`config.mk`:
```
export PLATFORM = sky130hd
export DESIGN_NAME = alu_seq_flat
export DESIGN_NICKNAME = d
export VERILOG_FILES = /design/src/rtl/alu_seq_if.sv /design/src/rtl/alu_seq.sv /design/src/flat_wrapper.sv
export SDC_FILE = /design/constraint.sdc
export NUM_CORES = 1
export LEC_CHECK = 0
export CORE_MARGIN = 2
export CORE_UTILIZATION = 54
export CTS_CLUSTER_SIZE = 30
export DETAILED_ROUTE_END_ITERATION = 7
export GPL_ROUTABILITY_DRIVEN = 0
export PLACE_DENSITY = 0.78
export SLEW_MARGIN = 40
export SYNTH_ARGS = -nofsm -noshare
export SYNTH_HDL_FRONTEND = slang
export SYNTH_SLANG_ARGS = --single-unit
```
`constraint.sdc`:
```
create_clock -name clk -period 4.7 [get_ports clk]
set_input_delay 0.94 -clock clk [delete_from_list [all_inputs] [get_ports clk]]
set_output_delay 0.94 -clock clk [all_outputs]
set_load 0.05 [all_outputs]
```
`src/rtl/alu_seq_if.sv`:
```
// rtl/alu_seq_if.sv - request/response handshake bundle for the sequential ALU
interface alu_seq_if #(
  parameter int WIDTH = 32
);
  logic             in_valid;
  logic             in_ready;
  logic [WIDTH-1:0] a;
  logic [WIDTH-1:0] b;
  logic [2:0]       ALUControl;
  logic             out_valid;
  logic             out_ready;
  logic [WIDTH-1:0] Result;
  logic [3:0]       ALUFlags;
  logic             div_by_zero;

  modport master (
    output in_valid, a, b, ALUControl, out_ready,
    input  in_ready, out_valid, Result, ALUFlags, div_by_zero
  );

  modport slave (
    input  in_valid, a, b, ALUControl, out_ready,
    output in_ready, out_valid, Result, ALUFlags, div_by_zero
  );
endinterface

```
`src/rtl/alu_seq.sv`:
```
// rtl/alu_seq.sv - handshaked ALU with iterative shift-subtract divider
// Define ALU_SEQ_REMAINDER_EN to add signed (010) / unsigned (011) remainder.
module alu_seq #(
  parameter int WIDTH = 32
) (
  input  logic     clk,
  input  logic     reset,
  alu_seq_if.slave bus
);
  localparam int CNT_W = $clog2(WIDTH + 1);

  localparam logic [2:0] OP_ADD  = 3'b000;
  localparam logic [2:0] OP_SUB  = 3'b001;
  localparam logic [2:0] OP_AND  = 3'b100;
  localparam logic [2:0] OP_OR   = 3'b110;
  localparam logic [2:0] OP_SDIV = 3'b101;
  localparam logic [2:0] OP_UDIV = 3'b111;
`ifdef ALU_SEQ_REMAINDER_EN
  localparam logic [2:0] OP_SREM = 3'b010;
  localparam logic [2:0] OP_UREM = 3'b011;
`endif

  localparam logic [WIDTH-1:0] MIN_VAL = {1'b1, {(WIDTH-1){1'b0}}};

  typedef enum logic [1:0] {IDLE, DIV, FIX, DONE} state_t;
  state_t state, state_nx;

  logic [2:0]       op;
  logic [WIDTH-1:0] a, b;
  assign op = bus.ALUControl;
  assign a  = bus.a;
  assign b  = bus.b;

  logic [WIDTH-1:0] result_q;
  logic [3:0]       flags_q;
  logic             dbz_q;
  logic [WIDTH-1:0] rem_q, quo_q, dvs_q;
  logic [CNT_W-1:0] cnt_q;
  logic             neg_quo_q;
  logic             ovf_q;
`ifdef ALU_SEQ_REMAINDER_EN
  logic             neg_rem_q;
  logic             rem_sel_q;
`endif

  assign bus.in_ready    = (state == IDLE);
  assign bus.out_valid   = (state == DONE);
  assign bus.Result      = result_q;
  assign bus.ALUFlags    = flags_q;
  assign bus.div_by_zero = dbz_q;

  // Operation decode
  logic is_div, is_signed, b_zero;
`ifdef ALU_SEQ_REMAINDER_EN
  logic is_rem;
`endif
  always_comb begin
    is_div    = 1'b0;
    is_signed = 1'b0;
`ifdef ALU_SEQ_REMAINDER_EN
    is_rem    = 1'b0;
`endif
    case (op)
      OP_SDIV: begin is_div = 1'b1; is_signed = 1'b1; end
      OP_UDIV: is_div = 1'b1;
`ifdef ALU_SEQ_REMAINDER_EN
      OP_SREM: begin is_div = 1'b1; is_signed = 1'b1; is_rem = 1'b1; end
      OP_UREM: begin is_div = 1'b1; is_rem = 1'b1; end
`endif
      default: ;
    endcase
  end

  assign b_zero = (b == '0);

  logic [WIDTH-1:0] a_mag, b_mag;
  assign a_mag = (is_signed && a[WIDTH-1]) ? (~a + 1'b1) : a;
  assign b_mag = (is_signed && b[WIDTH-1]) ? (~b + 1'b1) : b;

  // Single-cycle datapath; also supplies the zero-divisor result
  logic [WIDTH:0]   sum;
  logic [WIDTH-1:0] b_op;
  logic [WIDTH-1:0] sc_res;
  logic             sc_c, sc_v;
  assign b_op = op[0] ? ~b : b;
  assign sum  = {1'b0, a} + {1'b0, b_op} + {{WIDTH{1'b0}}, op[0]};

  always_comb begin
    sc_res = '0;
    sc_c   = 1'b0;
    sc_v   = 1'b0;
    case (op)
      OP_ADD, OP_SUB: begin
        sc_res = sum[WIDTH-1:0];
        sc_c   = sum[WIDTH];
        sc_v   = ~(a[WIDTH-1] ^ b[WIDTH-1] ^ op[0]) & (a[WIDTH-1] ^ sum[WIDTH-1]);
      end
      OP_AND: sc_res = a & b;
      OP_OR:  sc_res = a | b;
`ifdef ALU_SEQ_REMAINDER_EN
      OP_SREM, OP_UREM: sc_res = a;
`endif
      default: sc_res = '0;
    endcase
  end

  // One restoring-division step: remainder is widened by one bit for the trial subtract
  logic [WIDTH:0] rem_sh, diff;
  logic           fits;
  assign rem_sh = {rem_q, quo_q[WIDTH-1]};
  assign diff   = rem_sh - {1'b0, dvs_q};
  assign fits   = ~diff[WIDTH];

  logic [WIDTH-1:0] quo_fix, fix_res;
  assign quo_fix = neg_quo_q ? (~quo_q + 1'b1) : quo_q;
`ifdef ALU_SEQ_REMAINDER_EN
  logic [WIDTH-1:0] rem_fix;
  assign rem_fix = neg_rem_q ? (~rem_q + 1'b1) : rem_q;
  assign fix_res = rem_sel_q ? rem_fix : quo_fix;
`else
  assign fix_res = quo_fix;
`endif

  always_ff @(posedge clk) begin
    if (reset) state <= IDLE;
    else       state <= state_nx;
  end

  always_comb begin
    state_nx = state;
    case (state)
      IDLE: if (bus.in_valid) state_nx = (is_div && !b_zero) ? DIV : DONE;
      DIV:  if (cnt_q == CNT_W'(1)) state_nx = FIX;
      FIX:  state_nx = DONE;
      DONE: if (bus.out_ready) state_nx = IDLE;
      default: state_nx = IDLE;
    endcase
  end

  always_ff @(posedge clk) begin
    if (reset) begin
      result_q  <= '0;
      flags_q   <= '0;
      dbz_q     <= 1'b0;
      rem_q     <= '0;
      quo_q     <= '0;
      dvs_q     <= '0;
      cnt_q     <= '0;
      neg_quo_q <= 1'b0;
      ovf_q     <= 1'b0;
`ifdef ALU_SEQ_REMAINDER_EN
      neg_rem_q <= 1'b0;
      rem_sel_q <= 1'b0;
`endif
    end else begin
      case (state)
        IDLE: if (bus.in_valid) begin
          neg_quo_q <= is_signed & (a[WIDTH-1] ^ b[WIDTH-1]);
          ovf_q     <= (op == OP_SDIV) && (a == MIN_VAL) && (b == '1);
`ifdef ALU_SEQ_REMAINDER_EN
          neg_rem_q <= is_signed & a[WIDTH-1];
          rem_sel_q <= is_rem;
`endif
          rem_q <= '0;
          quo_q <= a_mag;
          dvs_q <= b_mag;
          cnt_q <= CNT_W'(WIDTH);
          if (is_div && !b_zero) begin
            dbz_q <= 1'b0;
          end else begin
            result_q <= sc_res;
            flags_q  <= {sc_res[WIDTH-1], sc_res == '0, sc_c, sc_v};
            dbz_q    <= is_div;
          end
        end
        DIV: begin
          rem_q <= fits ? diff[WIDTH-1:0] : rem_sh[WIDTH-1:0];
          quo_q <= {quo_q[WIDTH-2:0], fits};
          cnt_q <= cnt_q - CNT_W'(1);
        end
        FIX: begin
          // MIN / -1 wraps to MIN naturally; only the overflow flag needs help
          result_q <= fix_res;
          flags_q  <= {fix_res[WIDTH-1], fix_res == '0, 1'b0, ovf_q};
        end
        default: ;
      endcase
    end
  end
endmodule
```
`src/flat_wrapper.sv`:
```
// flat-port wrapper written by rule: the top's interface ports become plain ports
module alu_seq_flat 
#(
  parameter int WIDTH = 32
)
  (clk, reset, bus_in_valid, bus_a, bus_b, bus_ALUControl, bus_out_ready, bus_in_ready, bus_out_valid, bus_Result, bus_ALUFlags, bus_div_by_zero);
  alu_seq_if #(.WIDTH(WIDTH)) bus_i ();
  input  logic clk;
  input  logic reset;
  input wire logic [$bits(bus_i.in_valid)-1:0] bus_in_valid;
  input wire logic [$bits(bus_i.a)-1:0] bus_a;
  input wire logic [$bits(bus_i.b)-1:0] bus_b;
  input wire logic [$bits(bus_i.ALUControl)-1:0] bus_ALUControl;
  input wire logic [$bits(bus_i.out_ready)-1:0] bus_out_ready;
  output wire logic [$bits(bus_i.in_ready)-1:0] bus_in_ready;
  output wire logic [$bits(bus_i.out_valid)-1:0] bus_out_valid;
  output wire logic [$bits(bus_i.Result)-1:0] bus_Result;
  output wire logic [$bits(bus_i.ALUFlags)-1:0] bus_ALUFlags;
  output wire logic [$bits(bus_i.div_by_zero)-1:0] bus_div_by_zero;
  assign bus_i.in_valid = bus_in_valid;
  assign bus_i.a = bus_a;
  assign bus_i.b = bus_b;
  assign bus_i.ALUControl = bus_ALUControl;
  assign bus_i.out_ready = bus_out_ready;
  assign bus_in_ready = bus_i.in_ready;
  assign bus_out_valid = bus_i.out_valid;
  assign bus_Result = bus_i.Result;
  assign bus_ALUFlags = bus_i.ALUFlags;
  assign bus_div_by_zero = bus_i.div_by_zero;
  alu_seq #(.WIDTH(WIDTH)) u_core (.clk(clk), .reset(reset), .bus(bus_i));
endmodule
```
# Word level (Yosys, flattened, before mapping)
# Cells that the tools add are included.
# word_totals
register_bits	143
out_inout_bits	39
# op_classes
add_sub_neg	7
eq_ne	15
muxes	28
bitwise	12
reduce_logical	19
# op_table
cell	n
32-bit 2-to-1 mux	9
32-bit case mux with 2 select lines	3
32-bit by 1-bit adder with 32-bit output (second input constant)	3
32-bit zero test	3
32-bit inverter	3
32-bit case mux with 3 select lines	1
32-bit == test (second input constant)	2
32-bit by 32-bit adder with 33-bit output	1
33-bit by 1-bit adder with 33-bit output	1
33-bit by 32-bit subtractor with 33-bit output	1
32-bit bitwise AND	1
32-bit OR	1
3-bit == test (second input constant)	4
6-bit case mux with 2 select lines	1
2-bit 2-to-1 mux	4
4-bit 2-to-1 mux	2
2-bit case mux with 4 select lines	1
4-bit case mux with 2 select lines	1
6-bit by 1-bit == test with 1-bit output (second input constant)	1
6-bit 2-to-1 mux	1
2-bit inequality test (second input constant)	3
3-bit AND reduction	2
6-bit by 1-bit subtractor with 6-bit output (second input constant)	1
1-bit logical AND	5
14 further kinds	26

# Longest topological paths before layout
# Gate-level depths: netlist of run 1.
# depth
depth_word	10
mapped_depth	16

# Least setup slack after synthesis of run 1
# No wires, ideal clock.
# synth_timing
kind	input to register
from	input port bus_ALUControl[0]
to	register u_core.flags_q[2] (netlist: u_core.bus.ALUFlags[2])
setup_ns	0.096
t_arrival_ns	4.570
t_required_ns	4.604
path_slack_ns	0.035
path_stages	15
path_buffers	2
path_cell_list	clkbuf_1 -> clkbuf_1 -> xor2_1 -> ha_1 -> a21oi_1 -> o21ai_0 -> nor3_1 -> nand3_1 -> a41oi_1 -> xnor2_1 -> o21ai_0 -> or4_1 -> nor4b_2 -> nand4_1 -> o41ai_2
# synth_via
elab_chain_len	8
# synth_lines
element	line_no	source
start, declared	flat_wrapper.sv:13	input wire logic [$bits(bus_i.ALUControl)-1:0] bus_ALUControl;
32-bit 2-to-1 mux	alu_seq.sv:85	assign b_op = op[0] ? ~b : b;
32-bit by 32-bit adder with 33-bit output	alu_seq.sv:86	assign sum = {1'b0, a} + {1'b0, b_op} + {{WIDTH{1'b0}}, op[0]};
33-bit by 1-bit adder with 33-bit output	alu_seq.sv:86	
32-bit case mux with 3 select lines	alu_seq.sv:92	case (op)
32-bit zero test	alu_seq.sv:172	flags_q <= {sc_res[WIDTH-1], sc_res == '0, sc_c, sc_v};
4-bit 2-to-1 mux	alu_seq.sv:168	if (is_div && !b_zero) begin
4-bit 2-to-1 mux	alu_seq.sv:157	IDLE: if (bus.in_valid) begin
4-bit case mux with 2 select lines	alu_seq.sv:156	case (state)
end signal, assigned	alu_seq.sv:172	
end signal, assigned	alu_seq.sv:184	flags_q <= {fix_res[WIDTH-1], fix_res == '0, 1'b0, ovf_q};
end, declared	alu_seq.sv:35	logic [3:0] flags_q;
# Parallel ways exist; a longest one is shown, timed or not. The select of a mux whose other input is x is not followed.
# A chain may end at the register's enable or synchronous reset.

# Final worst setup path of run 1
# layout_timing
from	input port bus_b[0]
to	register u_core.flags_q[2] (netlist: u_core.bus.ALUFlags[2])
# layout_via
elab_chain_len	9
# layout_lines
element	line_no	source
start, declared	flat_wrapper.sv:12	input wire logic [$bits(bus_i.b)-1:0] bus_b;
32-bit inverter	alu_seq.sv:85	
32-bit 2-to-1 mux	alu_seq.sv:85	
32-bit by 32-bit adder with 33-bit output	alu_seq.sv:86	
33-bit by 1-bit adder with 33-bit output	alu_seq.sv:86	
32-bit case mux with 3 select lines	alu_seq.sv:92	
32-bit zero test	alu_seq.sv:172	
4-bit 2-to-1 mux	alu_seq.sv:168	
4-bit 2-to-1 mux	alu_seq.sv:157	
4-bit case mux with 2 select lines	alu_seq.sv:156	
# Parallel ways exist; a longest one is shown, timed or not. The select of a mux whose other input is x is not followed.

==> impl_metrics.tcl, run 1 <==
set metrics [dict create \
    grt_util_met1 0.4566 \
    cts_tree "built" \
    reg2reg_depth 15 \
    drt-total-wl_um 40420 \
    cts-resized-gates 0 \
    avgSynthCellArea_um2 7.207 \
    coreArea_um2 22710 \
    pre_cts_ws_ns -0.1920 \
    finalWorstSetupSlack_ns 0.2432 \
    grt_start_max_net_pins 65 \
    fin_util 0.6648 \
    cpMaxStageDelayCell "clkdlybuf4s50_1" \
    multi_input_area_um2 8990 \
    setup_violations 0 \
    postCtsHoldBufs 0 \
    ir_drop_mv 0.2639 \
    synth_area_um2 12500 \
    crit_cells 14 \
    path_buf_inv 1 \
    num_vias 13470 \
    htreeDepth 4 \
    antenna_found_initial 1 \
    crit_fanout 5 \
    status "finished clean" \
    die_area_um2 24390 \
    hpwl_um 31190 \
    grt_usage 0.3305 \
    insertedDiodeCount 0 \
    io_pins 110 \
    dieWidth_um 156.2 \
    yosys_warnings 0 \
    period_share 0.9483 \
    grt_use_met3 0.07083 \
    skew_ns 0.009475 \
    layout-drive-gt1-share 0.09544 \
    postSynth.topFlopCell "dfxtp_1" \
    cp.arrival_ns 4.78 \
    hold_viol 0 \
    cp-end-kind "register" \
    slowest_delay_ns 0.64 \
    cts_setup_buffers 0 \
    startpoint_type "input port" \
    synth-edff-count 0 \
    maxSlewHeadroom 0.4609 \
    hp-class "register to register" \
    fp.dieH_um 156.2 \
    syn_inst 1735 \
    fillers 1925 \
    rows 55 \
    globalRouteMet2Util 0.5048 \
    drc 0 \
    areaGrowthSynthToFinish_pct 20.74 \
    grt_pass1_vias 12440 \
    syn_nets 1886 \
    min_period_ns 4.457 \
    crit_type "input port to register" \
    register_area_um2 2843 \
    cp_top_family "compound AO/OA/AOI/OAI gates" \
    path_cells "clkdlybuf4s50_1 -> mux2i_1 -> fa_1 -> nor2b_1 -> o31ai_1 -> a21o_1 -> o221ai_1 -> a21oi_1 -> xor2_1 -> o2111ai_1 -> or4_1 -> nor4b_2 -> nand4_1 -> o41ai_2" \
    wire_per_inst_um 18.62 \
    numCtsBuffers 17 \
    gr-total-overflow 0 \
    r2r_slack_ns 0.43 \
    first_pass_iters 6 \
    cts_max_path_buffers 2 \
    required_ns 5.03 \
    synth_cell_type_count 68 \
    top_usage_layer "met2" \
    worst_pin_slew_ns 0.8057 \
    rsz0062_at_grt "no" \
    final_nets 2025 \
    grt_pass1_wl_um 64030 \
    timing.max_cap.violations 0 \
    synthArstFlopShare 0 \
    power_density_nw_per_um2 436.9 \
    clock_latency_ns 0.43 \
    p_leak_nw 5.753 \
    cts.sinks 142 \
    path_clk_slew_ns 0.06 \
    io_buffer_count 109 \
    ys_ff_latch 142 \
    min_path_cells 2 \
    initial_core_util 0.5506 \
    drtIter0Drc 1610 \
    seq_area_frac_synth 0.2273 \
    ant_nets 0 \
    viasPerCell 6.203 \
    cts_root_buffer "clkbuf_16" \
    slew_viol_final 0 \
    fmax_ghz 0.2244 \
]
-- flip-flops by register name (all words and copies together) (netlist names) --
| signal | cells |
|---|---|
| u_core.bus.ALUFlags | 4 |
| u_core.bus.Result | 31 |
| u_core.bus.div_by_zero | 1 |
| u_core.cnt_q | 6 |
| u_core.dvs_q | 32 |
| u_core.neg_quo_q | 1 |
| u_core.ovf_q | 1 |
| u_core.quo_q | 32 |
| u_core.rem_q | 32 |
| u_core.state | 2 |
-- per-stage QoR --
step	area (um2)	TNS (ns)	hold slack, ns	std cells	power (W)
6_report	15100	0	0.4489	2171	0.006597
5_1_grt	15100	0	0.4738	2171	0.006996
3_3_place_gp	14490	-0.04236	0.4391	2140	0.005014
3_5_place_dp	14490	-0.2517	0.4461	2140	0.005105
2_1_floorplan	12500	0	0.4319	1735	0.004097
4_1_cts	15090	0	0.4549	2171	0.006535
-- worst paths after layout --
path / from / to
setup / recovery: bus_b[0] / u_core.bus.ALUFlags[2]
hold / removal: u_core.bus.Result[8] / u_core.bus.Result[8]
setup reg to reg: u_core.quo_q[31] / u_core.rem_q[31]
hold reg to reg: u_core.bus.Result[8] / u_core.bus.Result[8]
-- final cells by class --
cell class,count,area share
multi-input cells,1407,0.5954
clock buffers,21,0.03050
repair buffers,235,0.1354
flip-flops and latches,142,0.1883
clock inverters,10,0.009116
inverters,71,0.01765
well taps,285,0.02362
-- cells by family after synthesis --
kind of cell / after synthesis / share of synthesized area
xor gates and xnor gates: 175 / 0.1226
buffers and inverters: 186 / 0.05703
AOI/OAI and AO/OA: 506 / 0.2521
and+or+nand+nor: 585 / 0.2108
adders and majority gates: 109 / 0.1045
DFF: 142 / 0.2273
muxes: 32 / 0.02572
-- where the power goes --
part | internal (W) | switching [W] | total [W]
Combinational | 0.00129 | 0.00218 | 0.00348
Clock | 0.000860 | 0.000541 | 0.00140
Sequential | 0.00146 | 0.000256 | 0.00172
Total | 0.00362 | 0.00298 | 0.00660
-- layer usage --
layer | vias up | share of wire
met3 | 117 | 0.12
met4 | 2 | 0.041
met1 | 6141 | 0.43
li1 | 6429 | -
met5 | - | 0.00027
met2 | 777 | 0.42
-- cells in the final DEF (no fill, tap or decap), types with 15 or more instances in the layout --
cell type          n
nand2_1          262
a21oi_1          152
dfxtp_1          142
o21ai_0          141
nor2_1           136
buf_4            126
clkdlybuf4s50_1  107
xor2_1           105
ha_1              78
inv_1             71
xnor2_1           70
a211oi_1          36
mux2i_1           31
nand3_1           30
maj3_1            29
o211ai_1          28
nor3_1            26
nand4_1           24
o31ai_1           22
nor4_1            20
a21o_1            19
or3_1             17
clkbuf_16         17
nand2b_1          15
-- cell usage after synthesis (all sizes together) (31+ instances only) --
| cell type | instances | area share |
|---|---|---|
| nor2 | 138 | 0.041 |
| clkbuf | 103 | 0.031 |
| o21ai | 143 | 0.057 |
| a21oi | 152 | 0.061 |
| mux2i | 31 | 0.025 |
| inv | 71 | 0.021 |
| xor2 | 105 | 0.074 |
| dfxtp | 142 | 0.23 |
| a211oi | 37 | 0.022 |
| nand2 | 262 | 0.079 |
| ha | 78 | 0.078 |
| xnor2 | 70 | 0.049 |
-- worst register-to-register path, delay by kind of cell, from the launching register on --
family	cells	cell delay (ns)
buf+inv	2	0.36
simple gates	3	0.58
compound gates	7	1.63
fa+ha+maj	2	0.65
mux	1	0.58
flops	1	0.38
No activity file was read; power rests on OpenSTA's default activity.
==> run 2, diff against run 1 <==
--- a/config.mk
+++ b/config.mk
@@ -5,12 +5,14 @@
 export SDC_FILE = /design/constraint.sdc
 export NUM_CORES = 1
 export LEC_CHECK = 0
+export CORE_ASPECT_RATIO = 1.75
 export CORE_MARGIN = 2
-export CORE_UTILIZATION = 54
+export CORE_UTILIZATION = 60
+export CTS_CLUSTER_DIAMETER = 200
 export CTS_CLUSTER_SIZE = 30
 export DETAILED_ROUTE_END_ITERATION = 7
 export GPL_ROUTABILITY_DRIVEN = 0
-export PLACE_DENSITY = 0.78
+export PLACE_DENSITY = 0.82
 export SLEW_MARGIN = 40
 export SYNTH_ARGS = -nofsm -noshare
 export SYNTH_HDL_FRONTEND = slang
==> constraint.sdc (replaced) <==
create_clock -name clk -period 5.06 [get_ports clk]
set_input_delay 1.012 -clock clk [delete_from_list [all_inputs] [get_ports clk]]
set_output_delay 1.012 -clock clk [all_outputs]
set_load 0.05 [all_outputs]
==> impl_metrics.tcl, run 2 (synthesis results as in run 1) <==
set metrics [dict create \
    postCtsHoldBufs 0 \
    power_density_nw_per_um2 416.0 \
    htreeDepth 4 \
    ir_drop_mv 0.2959 \
    pwr-share-seq 0.261 \
    fillers 1645 \
    grt_pass1_wl_um 69860 \
    grt_pass1_vias 13340 \
    p_leak_nw 5.553 \
    crit_type "input port to register" \
    io_pins 110 \
    min_period_ns 4.700 \
    fmax_ghz 0.2128 \
    fin_tns_setup_ns 0 \
    num_vias 13590 \
    placedCellCount 2059 \
    slew_viol_final 0 \
    clock_latency_ns 0.43 \
    combPwrFrac 0.527 \
    total_switching_power_w 0.002844 \
    timing.max_cap.violations 0 \
    multi_input_area_um2 8989 \
    areaGrowthSynthToFinish_pct 17.88 \
    failed_checks "design-rule violations" \
    layout_common_cells "nand2_1 (262), a21oi_1 (152), dfxtp_1 (141), o21ai_0 (138), nor2_1 (136)" \
    gr-total-overflow 0 \
    worst_pin_slew_ns 0.9587 \
    final_common_cell "nand2_1" \
    grt_usage 0.4056 \
    layout-drive-gt1-share 0.07596 \
    path_clk_slew_ns 0.06 \
    cts.sinks 142 \
    cts-resized-gates 0 \
    antenna_found_initial 1 \
    reg.largest.list "u_core.dvs_q (32), u_core.quo_q (32), u_core.rem_q (32)" \
    dieWidth_um 113.1 \
    drtIter0Drc 1230 \
    final_nets 1981 \
    netSwitchingFraction 0.4637 \
    coreArea_um2 20370 \
    rsz0062_at_grt "no" \
    ant_nets 0 \
    drt-total-wl_um 44310 \
    cp.arrival_ns 5.04 \
    drc 2 \
    cts_setup_buffers 0 \
    cts_tree "built" \
    skew_ns 0.01281 \
    cp-end-kind "register" \
    maxSlewHeadroom 0.3609 \
    slowest_delay_ns 0.55 \
    layout.cells.non_filler 2092 \
    fp.dieH_um 195.0 \
    startpoint "bus_b[13]" \
    hpwl_um 33300 \
    io_buffer_count 109 \
    hold_viol 0 \
    p_int_w 0.003288 \
    rows 69 \
    cts_max_path_buffers 2 \
    startpoint_type "input port" \
    required_ns 5.40 \
    die_area_um2 22060 \
    hp-start "u_core.bus.Result[12]" \
    cpMaxStageDelayCell "a22oi_1" \
    r2r_start "u_core.quo_q[31]" \
    viasPerCell 6.497 \
    setup_violations 0 \
    initial_core_util 0.6137 \
    register_area_um2 2844 \
    crit_fanout 5 \
    numCtsBuffers 17 \
    cts_root_buffer "clkbuf_16" \
    clkPwrFrac 0.212 \
    hp-class "register to register" \
    first_pass_iters 8 \
    status "finished, violations left" \
    period_share 0.9288 \
    path_cells "clkdlybuf4s50_1 -> xor2_1 -> ha_1 -> nand2_1 -> or3_1 -> a211o_1 -> nand4_1 -> nand2_1 -> o21ai_0 -> a21boi_0 -> xnor2_1 -> a22oi_1 -> nand4_1 -> o41ai_2" \
    grt_start_max_net_pins 99 \
    wire_per_inst_um 21.18 \
]
## run 2: cell types whose count changed in the layout (fill, tap and decap cells not counted), moves of 3 or more
| cell | before | now |
|---|---|---|
| buf_4 | 126 | 81 |
| o21ai_1 | 0 | 3 |
| o21ai_0 | 141 | 138 |
| inv_6 | 1 | 5 |
## run 2: area by class of cell
class | count | area share
clock buffer | 20 | 0.03166
antenna | 1 | 0.0001698
multi-input combinational | 1407 | 0.6098
inverter | 71 | 0.01808
sequential | 142 | 0.1929
clock inverter | 12 | 0.009931
tap | 248 | 0.02105
timing repair buffer | 191 | 0.1164
## run 2: power by group through the flow
stage	sequential, W	clock (W)	combinational [W]
after global placement	0.00161	0	0.00304
after floorplan	0.00175	0	0.00206
after global routing	0.00163	0.00135	0.00351
after CTS	0.00159	0.00131	0.00315
final	0.00160	0.00130	0.00323
after detailed placement	0.00161	0	0.00311
## run 2: critical path: cells and delay by family
| family | cells | cell delay [ns] |
|---|---|---|
| compound gates | 5 | 1.70 |
| simple gates | 5 | 1.02 |
| buf+inv | 1 | 0.51 |
| fa+ha+maj | 1 | 0.40 |
| xor+xnor | 2 | 0.38 |
## run 2: final timing paths
kind / endpoint / depth (start not counted) / slack (ns)
max: u_core.bus.ALUFlags[2] / 14 / 0.36
max reg2reg: u_core.rem_q[9] / 15 / 0.75
min reg2reg: u_core.bus.Result[12] / 2 / 0.45
min: u_core.bus.Result[12] / 2 / 0.45
## run 2: metal layers
layer  track usage  part of all wire
met5             0                 0
met4        0.3930              0.12
met3       0.08659             0.076
met2        0.6860              0.48
met1        0.3994              0.32
## run 2: stage by stage
step | total power, W | util | area [um2] | setup slack [ns] | hold WS [ns]
after floorplan | 0.003805 | - | 12500 | 0.3228 | 0.4319
after global placement | 0.004650 | 0.6930 | 14120 | 0.1243 | 0.4391
after detailed placement | 0.004721 | 0.6933 | 14120 | 0.07405 | 0.4464
after CTS | 0.006047 | 0.7233 | 14740 | 0.5059 | 0.4546
after global routing | 0.006496 | 0.7235 | 14740 | 0.03035 | 0.4655
final | 0.006132 | 0.7235 | 14740 | 0.3603 | 0.4542
